[src/rtl/window_mult.sv]
// window_mult: sliding pixel window multiplied lane-wise by weights, handed to a downstream adder tree.
// Optional build macro WINDOW_MULT_PM1_EN: each weight's LSB selects +pixel (1) or -pixel (0) in two's complement.
module window_mult #(
    parameter int KERNEL_SIZE  = 3,
    parameter int DATA_WIDTH   = 8,
    parameter int WEIGHT_WIDTH = 1
) (
    input  logic                                                 clk,
    input  logic                                                 rst,
    input  logic                                                 pix_valid,
    input  logic [DATA_WIDTH-1:0]                                pix_data,
    output logic                                                 pix_ready,
    input  logic                                                 win_clear,
    input  logic                                                 wgt_load,
    input  logic [WEIGHT_WIDTH*KERNEL_SIZE-1:0]                  wgt_data,
    output logic                                                 adder_en,
    output logic [(DATA_WIDTH+WEIGHT_WIDTH)*KERNEL_SIZE-1:0]     adder_dataIn,
    input  logic                                                 adder_done,
    output logic [15:0]                                          win_count
);
    localparam int RW = DATA_WIDTH + WEIGHT_WIDTH;
    localparam int CW = $clog2(KERNEL_SIZE + 1);

    typedef enum logic [1:0] {FILL, ISSUE, WAIT} state_t;

    state_t                                      state, next_state;
    logic [KERNEL_SIZE-1:0][DATA_WIDTH-1:0]      win, win_next;
    logic [WEIGHT_WIDTH*KERNEL_SIZE-1:0]         wgt, wgt_next;
    logic [CW-1:0]                               fill_cnt, fill_next;
    logic [RW*KERNEL_SIZE-1:0]                   prod;
    logic                                        clear_pend;
    logic                                        accept;
    logic                                        restart;
    logic                                        issue_now;

    assign accept    = (state == FILL) && pix_valid && !win_clear;
    assign restart   = (state == WAIT) && adder_done && (clear_pend || win_clear);
    assign issue_now = accept && (fill_next == CW'(KERNEL_SIZE));
    assign wgt_next  = (state == FILL && wgt_load) ? wgt_data : wgt;

    // Next window contents and fill level: clear, restart after a deferred clear, or shift in a pixel.
    always_comb begin
        win_next  = win;
        fill_next = fill_cnt;
        if ((state == FILL && win_clear) || restart) begin
            win_next  = '0;
            fill_next = '0;
        end else if (accept) begin
            for (int k = 0; k < KERNEL_SIZE - 1; k++)
                win_next[k] = win[k+1];
            win_next[KERNEL_SIZE-1] = pix_data;
            fill_next = (fill_cnt == CW'(KERNEL_SIZE)) ? fill_cnt : fill_cnt + CW'(1);
        end
    end

    // Products are formed from the window and weights as they will be after this edge,
    // so a same-cycle weight load applies to the window it completes.
    genvar g;
    generate
        for (g = 0; g < KERNEL_SIZE; g++) begin : g_lane
`ifdef WINDOW_MULT_PM1_EN
            assign prod[(g+1)*RW-1 -: RW] = wgt_next[g*WEIGHT_WIDTH]
                                          ? RW'(win_next[g])
                                          : RW'(0) - RW'(win_next[g]);
`else
            assign prod[(g+1)*RW-1 -: RW] = RW'(win_next[g])
                                          * RW'(wgt_next[(g+1)*WEIGHT_WIDTH-1 -: WEIGHT_WIDTH]);
`endif
        end
    endgenerate

    // State register and datapath registers.
    always_ff @(posedge clk or posedge rst) begin
        if (rst) begin
            state        <= FILL;
            win          <= '0;
            fill_cnt     <= '0;
            wgt          <= '0;
            adder_dataIn <= '0;
            win_count    <= '0;
            clear_pend   <= 1'b0;
        end else begin
            state      <= next_state;
            win        <= win_next;
            fill_cnt   <= fill_next;
            wgt        <= wgt_next;
            clear_pend <= (state == FILL) ? 1'b0 : (clear_pend | win_clear);
            if (issue_now)
                adder_dataIn <= prod;
            if (state == ISSUE)
                win_count <= win_count + 16'd1;
        end
    end

    // Next-state logic: a full window issues, the issue lasts one cycle, then wait for the adder.
    always_comb begin
        case (state)
            FILL:    next_state = issue_now ? ISSUE : FILL;
            ISSUE:   next_state = WAIT;
            WAIT:    next_state = adder_done ? FILL : WAIT;
            default: next_state = FILL;
        endcase
    end

    // Outputs decoded from the current state.
    always_comb begin
        pix_ready = (state == FILL);
        adder_en  = (state == ISSUE);
    end
endmodule

[config.mk]
export PLATFORM = sky130hd
export DESIGN_NAME = window_mult
export DESIGN_NICKNAME = d
export VERILOG_FILES = /design/src/rtl/window_mult.sv
export SDC_FILE = /design/constraint.sdc
export NUM_CORES = 1
export LEC_CHECK = 0
export CORE_MARGIN = 2
export CORE_UTILIZATION = 45
export DETAILED_ROUTE_END_ITERATION = 10
export PLACE_DENSITY = 0.84
export SYNTH_ARGS = -nofsm -noshare
export SYNTH_HDL_FRONTEND = slang
export SYNTH_SLANG_ARGS = --single-unit
[constraint.sdc]
create_clock -name clk -period 2.6 [get_ports clk]
set_input_delay 0.26 -clock clk [delete_from_list [all_inputs] [get_ports clk]]
set_output_delay 0.26 -clock clk [all_outputs]
set_load 0.02 [all_outputs]
Word-level counts from Yosys, hierarchy flattened:

Cells that the tools add are included.

* multipliers: 3
* mux-type cells: 10
* eq/ne operators: 4
* add/subtract/negate cells: 2
* bitwise operators: 1
* reductions and logical operators: 11

Operators by type and width (number)
* 24-bit 2-to-1 mux: 2
* 8-bit by 1-bit multiplier with 9-bit output: 3
* 16-bit by 1-bit adder with 16-bit output (second input constant): 1
* 2-bit 2-to-1 mux: 4
* 1-bit logical AND: 7
* 2-bit == test (second input constant): 3
* 2-bit case mux with 3 select lines: 1
* 3-bit 2-to-1 mux: 1
* 2-bit by 1-bit adder with 2-bit output (second input constant): 1
* 2-bit by 1-bit == test with 1-bit output (second input constant): 1
* 2-bit logical NOT: 1
* 1-bit logical OR: 2
* 1-bit 2-to-1 mux: 2
* 1-bit logical NOT: 1
* 1-bit bitwise OR: 1

* input port bits: 17
* register bits after elaboration: 75
* logic and storage cells: 40

Logic depth before layout (Yosys ltp):

* word-level depth: 9
* mapped depth: 6

Least setup slack after synthesis:

Ideal clock, no wire load.

* kind: flip-flop to flip-flop
* from: register state[0]
* to: register adder_dataIn[21]
* path slack: 0.695 ns
* arrival: 1.765 ns
* stages on the path, launching flop included: 6
* cells stage by stage: dfrtp_1 nor2_1 and2_0 clkbuf_1 mux2i_2 o21ai_0

* word-level cells in the longest chain between the ends: 7
* elaborated cells on any way between the ends: 17

Ends and longest elaborated chain
* start: declaration: line 26 `state_t state, next_state;`
* start signal: assignment: line 83 `state <= next_state;`
* 2-bit logical NOT *
* named net pix_ready: line 12 `output logic pix_ready,`
* branches (longest 6 deep; another with 8-bit by 1-bit multiplier with 9-bit output)
* end signal: assignment: line 89 `adder_dataIn <= prod;`
* end: declaration: line 17 `output logic [(DATA_WIDTH+WEIGHT_WIDTH)*KERNEL_SIZE-1:0] adder_dataIn,`

Mark *: on every way through the listed nets, which the timed path passes.
A chain may end at the register's enable or synchronous reset.

Worst setup path after layout:

* from: register state[1]
* to: output adder_en

* word-level cells in the longest chain between the ends: 1

Ends and longest elaborated chain
* 2-bit by 1-bit == test with 1-bit output: line 108 `adder_en = (state == ISSUE);`
* end: declaration: line 16 `output logic adder_en,`

Every way passes these cells.

==> out/metrics.yaml <==
floorplanning:
  die_w_um: 80.7
  rows: 27
  num_io_pins: 62
  initial_core_util: 0.472
  core_area_um2: 5610
  die-height_um: 80.7
  die_area_um2: 6520
detailed_routing:
  routed_wirelength_mm: 5.71
  drt_iter0_drc: 118
  drt_drc_violations_left: 0
  drt-vias-per-instance: 5.06
  drt_first_pass_iters: 4
  vias: 2059
  antenna_left: 0
  wire_per_inst_um: 14.0
setup_path:
  start_kind: "flop"
  criticalPathCategory: "reg2out"
  crit_fanout: 7
  cp_data_arrival_time_ns: 1.88
  r2r_end: "adder_dataIn[5]$_DFFE_PP0P_"
  reg2reg_depth: 4
  r2r_start: "state[0]$_DFF_PP0_"
  reg2reg_slack_ns: 0.67
  end_kind: "primary output"
  worstPathRequired_ns: 2.34
finish:
  n_antenna_cell: 0
  drive_above_1_share: 0.0896
  final_nets: 348
  fin_util: 0.627
  area_growth_pct: 32.7
logic_synthesis:
  synth.area.top_cells: "dfrtp_1 60%, nand2_1 13%, xnor2_1 4.3%"
  yosysMostFrequentCell: "nand2_1"
  synth.avg_cell_area_um2: 9.81
  netlist_area_um2: 2650
  yosysTopAreaCell: "dfrtp_1"
  ys_seq_area_frac: 0.605
  yosysUniqueCellTypes: 29
  synth_top_area_share: 0.605
  ys_warn_count: 0
  synthCells: 270
  ys_seq_elements: 64
  synth_commonest_cells: "90 x nand2_1, 64 x dfrtp_1, 22 x o21ai_1, 18 x a21oi_1, 13 x xnor2_1"
  synth_flop_cell: "dfrtp_1"
  synth_edf_count: 0
  async_flop_share: 1.00
sta:
  slew_headroom: 0.592
  rsz0062_at_grt: "false"
  max_freq_ghz: 0.468
  fin_skew_ns: 0.00447
  setup_viol: 0
  holdWs_ns: 0.270
  fin_setup_tns_ns: 0
  finalCritPeriodShare: 0.822
  tightest_slew_ns: 0.611
  post-route-min-period_ns: 2.14
  slew_violations: 0
  final_hold_viol_count: 0
clock_network:
  path_clk_slew_ns: 0.07
  hold_buffers: 0
  cts_resized: 0
  cts_made_buffers: 9
  cts_htree_levels: 3
  clock_sinks: 64
  clk_latency_ns: 0.34
  ctsLongestPathBuffers: 2
  cts-root-buf: "clkbuf_8"
  tritoncts: "yes"
  post_cts_buffers: 0
place:
  gp_congestion: 0.748
  portBuffers: 58
  dp_hpwl_mm: 3.95
global_route:
  grt_pass1_vias: 2089
  grt_usage: 0.194
  overflow: 0
  antenna_found_initial: 0
  grt_pass1_wl_mm: 9.48
  grt_start_max_net_pins: 42
pwr:
  power.leakage_uw: 0.00150
  power-per-cell-area_nw_per_um2: 654
  ir_drop_mv: 0.437
min_path:
  hp-class: "in2async"
outcome:
  outcome: "completed"
run:
  cap_violations: 0
-- worst max path at each step --
stage                        from                      endpoint  slack (ns)  cells after the start
2_1_floorplan  state[0]$_DFF_PP0_  adder_dataIn[21]$_DFFE_PP0P_        0.70                      5
3_3_place_gp   state[0]$_DFF_PP0_   adder_dataIn[6]$_DFFE_PP0P_        0.76                      4
3_5_place_dp   state[0]$_DFF_PP0_   adder_dataIn[5]$_DFFE_PP0P_        0.72                      4
4_1_cts        state[1]$_DFF_PP0_                      adder_en        0.44                      3
5_1_grt        state[1]$_DFF_PP0_                      adder_en        0.34                      3
6_report       state[1]$_DFF_PP0_                      adder_en        0.46                      3
-- routing by layer --
| layer | share of wire | up-vias | wire, µm | global-route usage |
|---|---|---|---|---|
| met2 | 0.49 | 57 | 2810 | 0.308 |
| met4 | 0.012 | 0 | 70 | 0.0627 |
| met1 | 0.44 | 1010 | 2500 | 0.250 |
| li1 | - | 984 | - | - |
| met5 | 0 | - | 0 | 0 |
| met3 | 0.056 | 8 | 317 | 0.0697 |
-- critical path, stage by stage, from the launching register on --
cell             delay, ns
dfrtp_1               0.46
nand2b_1              0.30
inv_1                 0.16
clkdlybuf4s50_1       0.62
-- per-stage QoR --
stage          cells  total power [µW]  worst slack (ns)  cell area (µm²)
2_1_floorplan    272              1250             0.695             2660
3_3_place_gp     391              1370             0.763             3290
3_5_place_dp     391              1380             0.715             3290
4_1_cts          407              2320             0.438             3510
5_1_grt          407              2400             0.341             3510
6_report         407              2300             0.464             3510
-- logic make-up (layout without fill, tap and decap cells) --
group	count (synthesis)	count (layout)	share of synthesized area
DFF	64	64	0.605
muxes	3	3	0.0156
buffers and inverters	23	86	0.0397
other	1	3	0.00142
xor gates and xnor gates	15	15	0.0496
adders and majority gates	1	1	0.00472
AOI/OAI and AO/OA	43	43	0.0812
and+or+nand+nor	120	120	0.203
-- cell usage in the layout (no fill, tap or decap), types with 2 or more instances in the layout --
master           synthesis  routed
nand2b_1                 2       2
clkdlybuf4s50_1          0      58
buf_4                    5       3
dfrtp_1                 64      64
inv_2                    1       2
nor2_1                   9       9
nand3_1                  6       6
inv_1                    7       6
nor4_2                   2       2
o21ai_0                  3       3
bufinv_16                0       2
nand2_1                 90      90
a21oi_1                 18      18
conb_1                   1       3
clkbuf_8                 0       9
o21ai_1                 22      22
mux2i_2                  3       3
clkinvlp_4               0       3
xor2_1                   2       2
xnor2_1                 13      13
-- registers in the layout (all words and copies together) (netlist names) --
register / cells
adder_dataIn: 24
clear_pend: 1
fill_cnt: 2
state: 2
wgt: 3
win: 16
win_count: 16
-- area by class of cell --
| cell class | instances | area, µm² |
|---|---|---|
| clock buffers | 9 | 124 |
| flip-flops and latches | 64 | 1600 |
| clock inverters | 7 | 96.3 |
| well taps | 72 | 90.1 |
| fillers | 479 | 2090 |
| inverters | 8 | 30.0 |
| multi-input cells | 185 | 950 |
| repair buffers | 62 | 623 |
-- where the power goes --
part | switching, µW | internal (µW)
sequential | 39.8 | 1050
clock | 396 | 538
combinational | 154 | 123
total | 590 | 1710
Power figures use the tool's default switching activity.
